**config.mk**
```make
export PLATFORM = sky130hd
export DESIGN_NAME = regfile_write_queue
export DESIGN_NICKNAME = d
export VERILOG_FILES = /design/src/rtl/regfile_pkg.sv /design/src/rtl/wq_fwd_lookup.sv /design/src/rtl/regfile_write_queue.sv
export SDC_FILE = /design/constraint.sdc
export NUM_CORES = 1
export LEC_CHECK = 0
export CORE_UTILIZATION = 40
export CTS_CLUSTER_SIZE = 24
export DETAILED_ROUTE_END_ITERATION = 10
export HOLD_SLACK_MARGIN = 0.12
export SLEW_MARGIN = 10
export SYNTH_ARGS = -nofsm -noshare
export SYNTH_HDL_FRONTEND = slang
export SYNTH_SLANG_ARGS = --single-unit
```
**constraint.sdc**
```tcl
create_clock -name Clk -period 7.6 [get_ports Clk]
set_clock_uncertainty 0.05 [all_clocks]
set_input_delay 1.9 -clock Clk [delete_from_list [all_inputs] [get_ports Clk]]
set_output_delay 1.9 -clock Clk [all_outputs]
set_load 0.01 [all_outputs]
```
**src/rtl/regfile_pkg.sv**
```systemverilog
// Shared widths and the queue entry type for the register-file write queue.
package regfile_pkg;
  localparam int REG_AW = 5;
  localparam int DATA_W = 32;
  localparam logic [REG_AW-1:0] ZERO_REG = 5'd0;

  typedef struct packed {
    logic [REG_AW-1:0] rd;
    logic [DATA_W-1:0] data;
  } wq_entry_t;
endpackage

```
**src/rtl/wq_fwd_lookup.sv**
```systemverilog
// Combinational youngest-match search over the pending queue entries and the
// registered output stage; returns the newest in-flight value for one read port.
module wq_fwd_lookup
  import regfile_pkg::*;
#(
  parameter int DEPTH = 4,
  parameter int AW    = 2
) (
  input  wq_entry_t         entries_i [DEPTH],
  input  logic [AW-1:0]     head_i,
  input  logic [AW:0]       count_i,
  input  logic              out_valid_i,
  input  logic [REG_AW-1:0] out_rd_i,
  input  logic [DATA_W-1:0] out_data_i,
  input  logic [REG_AW-1:0] rr_i,
  output logic              hit_o,
  output logic [DATA_W-1:0] data_o
);
  always_comb begin
    hit_o  = 1'b0;
    data_o = '0;
    if (rr_i != ZERO_REG) begin
      // Oldest candidate first so each younger match overrides it.
      if (out_valid_i && (out_rd_i == rr_i)) begin
        hit_o  = 1'b1;
        data_o = out_data_i;
      end
      for (int i = 0; i < DEPTH; i++) begin
        if (((AW+1)'(i) < count_i) &&
            (entries_i[head_i + AW'(i)].rd == rr_i)) begin
          hit_o  = 1'b1;
          data_o = entries_i[head_i + AW'(i)].data;
        end
      end
    end
  end
endmodule

```
**src/rtl/regfile_write_queue.sv**
```systemverilog
// In-order write-back queue feeding the register file's single write port,
// with forwarding of pending writes to the two read ports.
module regfile_write_queue
  import regfile_pkg::*;
#(
  parameter int DEPTH = 4,
  parameter int AW    = 2
) (
  input  logic              Clk,
  input  logic              Rst_n,
  input  logic              alu_valid,
  input  logic [REG_AW-1:0] alu_rd,
  input  logic [DATA_W-1:0] alu_data,
  input  logic              mem_valid,
  input  logic [REG_AW-1:0] mem_rd,
  input  logic [DATA_W-1:0] mem_data,
  output logic              in_ready,
  output logic [REG_AW-1:0] wr,
  output logic [DATA_W-1:0] writeData,
  output logic              writeEN,
  input  logic [REG_AW-1:0] rr1,
  input  logic [REG_AW-1:0] rr2,
  output logic              fwd1_hit,
  output logic              fwd2_hit,
  output logic [DATA_W-1:0] fwd1_data,
  output logic [DATA_W-1:0] fwd2_data,
  output logic              empty,
  output logic              ovf
);
  wq_entry_t         entries_q [DEPTH];
  logic [AW-1:0]     head_q, head_d, tail_q, tail_d, alu_slot;
  logic [AW:0]       count_q, count_d, free_slots;
  logic              mem_req, alu_req, mem_enq, alu_enq, deq;
  logic              ovf_q, ovf_d, we_q;
  logic [REG_AW-1:0] wr_q;
  logic [DATA_W-1:0] wdata_q;

  assign free_slots = (AW+1)'(DEPTH) - count_q;
  assign mem_req    = mem_valid && (mem_rd != ZERO_REG);
  assign alu_req    = alu_valid && (alu_rd != ZERO_REG);
  // The mem result is the older instruction, so it claims a slot first.
  assign mem_enq    = mem_req && (free_slots != '0);
  assign alu_enq    = alu_req && (free_slots > (AW+1)'(mem_enq));
  assign alu_slot   = tail_q + AW'(mem_enq);
  assign deq        = (count_q != '0);

  always_comb begin
    head_d  = head_q + AW'(deq);
    tail_d  = tail_q + AW'(mem_enq) + AW'(alu_enq);
    count_d = count_q + (AW+1)'(mem_enq) + (AW+1)'(alu_enq) - (AW+1)'(deq);
    ovf_d   = ovf_q | (mem_req & ~mem_enq) | (alu_req & ~alu_enq);
  end

  always_ff @(posedge Clk) begin
    if (!Rst_n) begin
      head_q  <= '0;
      tail_q  <= '0;
      count_q <= '0;
      ovf_q   <= 1'b0;
      we_q    <= 1'b0;
      wr_q    <= '0;
      wdata_q <= '0;
    end else begin
      head_q  <= head_d;
      tail_q  <= tail_d;
      count_q <= count_d;
      ovf_q   <= ovf_d;
      we_q    <= deq;
      if (deq) begin
        wr_q    <= entries_q[head_q].rd;
        wdata_q <= entries_q[head_q].data;
      end
    end
  end

  // Storage needs no reset: only slots covered by count are ever read.
  always_ff @(posedge Clk) begin
    if (mem_enq) entries_q[tail_q] <= '{rd: mem_rd, data: mem_data};
    if (alu_enq) entries_q[alu_slot] <= '{rd: alu_rd, data: alu_data};
  end

  assign in_ready  = (free_slots >= (AW+1)'(2));
  assign wr        = wr_q;
  assign writeData = wdata_q;
  assign writeEN   = we_q;
  assign empty     = (count_q == '0) && !we_q;
  assign ovf       = ovf_q;

  wq_fwd_lookup #(.DEPTH(DEPTH), .AW(AW)) u_fwd1 (
    .entries_i  (entries_q),
    .head_i     (head_q),
    .count_i    (count_q),
    .out_valid_i(we_q),
    .out_rd_i   (wr_q),
    .out_data_i (wdata_q),
    .rr_i       (rr1),
    .hit_o      (fwd1_hit),
    .data_o     (fwd1_data)
  );

  wq_fwd_lookup #(.DEPTH(DEPTH), .AW(AW)) u_fwd2 (
    .entries_i  (entries_q),
    .head_i     (head_q),
    .count_i    (count_q),
    .out_valid_i(we_q),
    .out_rd_i   (wr_q),
    .out_data_i (wdata_q),
    .rr_i       (rr2),
    .hit_o      (fwd2_hit),
    .data_o     (fwd2_data)
  );
endmodule
```
# Yosys cells after proc, flatten, opt, wreduce, memory -nomap -nowiden
# Cells that the tools add are included.
# totals
regBits	194
in_bits	88
output_inout_bits	107
word_cells	130
# classes
addsub	10
order_cmp	14
n_eq_ne	10
muxes	44
bitwise_logic	12
n_reduce_logical	25
# op_table
operator	count
32-bit two-way mux	12
37-bit two-way mux	10
37-bit binary-select mux with 2-bit select	4
148-bit bitwise mux	2
148-bit two-way mux	2
37-bit demux with 2-bit select	2
5-bit equality test	10
5-bit nonzero test	4
3-bit >= comparator (second input constant)	6
2-bit NOT with 3-bit output	6
1-bit logical AND	17
1-bit two-way mux	12
2-bit by 1-bit adder with 2-bit output	3
3-bit by 1-bit adder with 3-bit output	2
1-bit by 3-bit < comparator with 1-bit output (first input constant)	2
2-bit by 3-bit < comparator with 1-bit output (first input constant)	2
3-bit by 1-bit < comparator with 1-bit output (second input constant)	2
3-bit nonzero test	2
2-bit adder (second input constant)	2
3-bit by 2-bit >= comparator with 1-bit output (second input constant)	1
3-bit by 1-bit > comparator with 1-bit output	1
3-bit zero test	1
3-bit by 1-bit subtractor with 3-bit output	1
3-bit subtractor (first input constant)	1
other kinds (5)	8

# Longest topological paths before layout
# depth
word_depth	11
mapped_depth	14
depth_no_buf	14

# Modules after synthesis
# A second synthesis with hierarchy kept.
# unflattened
cells_unflattened	2055
area_unflattened_um2	19208.4
# by_module_without_submodules
mod	instances	cells_per_inst	area_per_inst_um2	seq_area_each_um2
wq_fwd_lookup	2	646	4899.7	0.0
regfile_write_queue	1	763	9409.0	3883.7

# Worst setup path after synthesis
# OpenSTA, ideal clock, no wires.
# synth_path
path_kind	input-to-output
startpoint	in rr1[2]
endpoint	out fwd1_data[0]
arrival_time_ns	3.681
required_time_ns	5.650
path_slack_ns	1.969
path_stages	8
n_path_buf	2
path_cell_list	clkbuf_1 > xor2_1 > nor4_1 > nand3_1 > a21oi_1 > clkbuf_1 > a221oi_1 > o31ai_1
# synth_between
elab_chain_len	8
word_cells_on_any_way	17
cone_classes	eq/ne (5); mux (6); reduce/logical (6)
# synth_lines
element	line_no	source
from (decl)	regfile_write_queue.sv:21	input logic [REG_AW-1:0] rr1,
5-bit equality test	wq_fwd_lookup.sv:24	if (out_valid_i && (out_rd_i == rr_i)) begin
1-bit logical AND	wq_fwd_lookup.sv:24	
32-bit two-way mux	wq_fwd_lookup.sv:24	
32-bit two-way mux (4 in series)	wq_fwd_lookup.sv:29	if (((AW+1)'(i) < count_i) &&
32-bit two-way mux *	wq_fwd_lookup.sv:22	if (rr_i != ZERO_REG) begin
to (decl)	regfile_write_queue.sv:25	output logic [DATA_W-1:0] fwd1_data,
# Every way passes the cells marked *; elsewhere a longest branch is shown, timed or not.

# Worst setup path after layout
# layout_path
startpoint	in rr2[3]
endpoint	out fwd2_data[0]
# layout_between
elab_chain_len	8
word_cells_on_any_way	17
cone_classes	eq/ne (5); mux (6); reduce/logical (6)
# layout_lines
element	line_no	source
from (decl)	regfile_write_queue.sv:22	input logic [REG_AW-1:0] rr2,
5-bit equality test	wq_fwd_lookup.sv:24	
1-bit logical AND	wq_fwd_lookup.sv:24	
32-bit two-way mux	wq_fwd_lookup.sv:24	
32-bit two-way mux (4 in series)	wq_fwd_lookup.sv:29	
32-bit two-way mux *	wq_fwd_lookup.sv:22	
to (decl)	regfile_write_queue.sv:26	output logic [DATA_W-1:0] fwd2_data,
# Marks and branches as above.

==> flow_summary.ini <==
[floorplanning]
initial_core_util = 0.4104
die_h_um = 193.7
dieArea_sq_um = 37530
placement_rows = 69
die_span_in_x_um = 193.7
core-area_sq_um = 35830
io_pins = 195

[pwr]
vdd_drop_max_mv = 0.2856
power_leakage_nw = 6.311
intPower_mw = 4.165
power_frac_seq = 0.277
power_frac_comb = 0.611
power.density_cell_area_nw_per_um2 = 452.7
switching_share = 0.4707
p_clk_frac = 0.112
netsw_mw = 3.705

[worst_setup_path]
timing.critical_path.slowest_stage_cell = clkdlybuf4s50_1
worst_ep_arrival_time_ns = 5.33
setup.worst_path.start_class = primary input
regToRegStartpoint = count_q[0]$_SDFF_PN0_
cp_required_ns = 5.65
cp_common_cell = clkdlybuf4s50_1
timing.critical_path.slowest_cell_delay_ns = 0.71
worst-path-buf-inv = 3
timing.critical_path.from = rr2[3]
crit_path_max_fanout = 15
crit_type = primary input to primary output
worst_setup_path_end_kind = primary output
crit_family = buffers and inverters
crit_chain = clkdlybuf4s50_1 > xor2_1 > nor4_2 > and2_2 > buf_4 > a221oi_1 > o31ai_1 > clkdlybuf4s50_1

[placed_design]
gp_congestion = 0.9286
buffer_ports.inserted = 194
post_detail_place_hpwl_um = 32230
placedInstanceArea_sq_um = 16830
pre_cts_slack_ns = 0.4463

[cts]
clock_tree.htree_level_count = 4
cts_inserted_buffers = 17
tritoncts = yes
cts_hold_buffers = 0
cts.repair_timing.setup_buffer_count = 0
cts.path.max_buffers = 2
cts.sinks = 194
root_buffer_cell = clkbuf_16
insertion_delay_ns = 0.45
clkSlewWorstSetupHoldPaths_ns = 0.07
post_cts_sizing = 0

[grt]
grt_antenna_before_repair = 1
first_global_vias = 12817
grt_remaining_overflow = 0
grt_pass1_wl_um = 75550
grt_start_max_net_pins = 166
groute.usage.overall = 0.2590

[drt]
dr_vias_cell = 6.115
wl_per_cell_um = 22.54
dr_total_vias = 13508
totalWireLength_um = 49780
drtPass1Iterations = 6
detail_route.iter0.violations = 1169
antenna_violating_nets_post_route = 0
drcViolationCount = 0

[layout]
final_design_area_no_fill_sq_um = 17390
design.final.nets = 1836
final_core_util = 0.4852
antenna-diode-count = 0
register_area_sq_um = 3891
fillerInstances = 3376
area_of_the_multi_input_gates_sq_um = 10060
drive_gt1_frac = 0.1241
syn_to_final_growth_pct = 18.24

[yosys]
largest_family_of_logic_cells_by_synthesized_area = multiplexers
synth_enable_flop_cells = 0
seq_area_frac_synth = 0.2641
yosysWarnings = 0
synth-adder-area-share = 0.01208
synth_nets = 1759
syn-instance-count = 1658
synth.area.top_cells = dfxtp_1, mux2i_1, mux4_2
synthTopCellsByCount = mux2i_1, dfxtp_1, nand2_1, a21oi_1, nor2_1
yosys.area_share.simple = 0.1202
synth_largest_type_area_fraction = 0.2641
synthesis.area_per_instance_sq_um = 8.869
number_of_register_bits_inferred_by_synthesis = 194
most_instantiated_library_cell_after_synthesis = mux2i_1
muxShareOfSynthArea = 0.2703
synth_top_flop_cell = dfxtp_1
synth_compound_gate_area_share = 0.2401
yosys.area_share.xor_xnor = 0.03268
synth_largest_area_cell = dfxtp_1
async_reset_ff_frac = 0
synth_area_sq_um = 14700
netlist-cell-type-count = 55

[sta]
unrepaired_setup_endpoints_after_global_routing = no
final.setup.tns_ns = 0
layout_setup_ws_ns = 0.3242
final_period_utilization = 0.9573
max_freq_ghz = 0.1374
timing.slew.headroom = 0.2897
worst_slew_pin_slew_ns = 1.065
final_hold_viol_count = 0
finalSetupViolations = 0
post-route-min-period_ns = 7.276
fin_worst_hold_slack_ns = 0.4490
timing.final.max_slew_violations = 0

[worst_hold_path]
timing.hold.worst.start = ovf$_SDFF_PN0_
timing.hold.worst.class = flip-flop to flip-flop

[status]
run_status = finished, final reports clean

[job]
max_cap_viol_count = 0
[kinds of logic (layout without fill, tap and decap cells)]
group / count (synthesis) / count (layout)
compound gates: 481 / 481
xor+xnor: 54 / 54
fa+ha+maj: 13 / 13
buf+inv: 181 / 271
flops: 194 / 194
mux: 357 / 357
simple gates: 378 / 378
[layer usage]
| metal | wire length [um] | track usage | vias up |
|---|---|---|---|
| met1 | 22500 | 0.3523 | 6558 |
| met2 | 22800 | 0.4157 | 534 |
| met5 | 9 | 0 | - |
| met4 | 960 | 0.07941 | 2 |
| met3 | 3520 | 0.04627 | 67 |
| li1 | - | - | 6347 |
[cells in the final DEF (no fill, tap or decap), drive strengths merged, types with 2 or more instances in the layout]
cell | Yosys | final
mux4 | 32 | 32
nand3 | 5 | 5
mux2i | 324 | 324
a21boi | 37 | 37
clkbuf | 76 | 22
a211oi | 29 | 29
nand4 | 5 | 5
clkdlybuf4s50 | 0 | 193
nor3 | 9 | 9
o31ai | 64 | 64
dfxtp | 194 | 194
fa | 2 | 2
nor2b | 32 | 32
a32oi | 64 | 64
and2 | 9 | 9
buf | 94 | 35
or4 | 4 | 4
o21ai | 77 | 77
xor2 | 20 | 20
nor4 | 4 | 4
nor3b | 2 | 2
a221oi | 64 | 64
xnor2 | 34 | 34
ha | 11 | 11
clkinvlp | 0 | 3
clkinv | 0 | 4
or2 | 4 | 4
nand2 | 154 | 154
a21oi | 138 | 138
nor2 | 147 | 147
inv | 11 | 14
[sequential cells by signal, indices dropped and copies added, names as in the netlist]
register / cells
writeData: 32
writeEN: 1
head_q: 2
wr: 5
entries_q: 148
count_q: 3
tail_q: 2
ovf: 1
[stage by stage]
| step | std cells | power, mW |
|---|---|---|
| global route | 2209 | 8.417 |
| finish | 2209 | 7.870 |
| CTS | 2209 | 7.855 |
| floorplan | 1658 | 5.450 |
| detailed placement | 2177 | 6.959 |
| global placement | 2177 | 6.845 |
[worst register-to-register path: cells and delay by family, from the launching register on]
family	cells	cell delay (ns)
and+or+nand+nor	1	0.16
DFF	1	0.30
buffers and inverters	3	1.02
adders and majority gates	5	2.44
[power by group through the flow]
stage               logic (mW)  registers, mW  clock network, mW
CTS                       4.79           2.17              0.897
floorplan                 3.45           2.00                  0
detailed placement        4.77           2.18                  0
global placement          4.68           2.16                  0
finish                    4.81           2.18              0.878
global route              5.22           2.26              0.942
[path summary, 6_finish.rpt]
check	slack, ns	depth (start not counted)	to
max	0.32	8	fwd2_data[0]
min	0.45	1	ovf$_SDFF_PN0_
max reg2reg	3.55	9	count_q[1]$_SDFF_PN0_
min reg2reg	0.45	1	ovf$_SDFF_PN0_
[cell type report]
cell class,count,share of cell area
clock inverters,10,0.004390
multi-input cells,1283,0.5786
clock buffers,22,0.02728
repair buffers,228,0.1304
flip-flops and latches,194,0.2238
well taps,461,0.03318
inverters,11,0.002375
(Power assumes the default switching activity.)
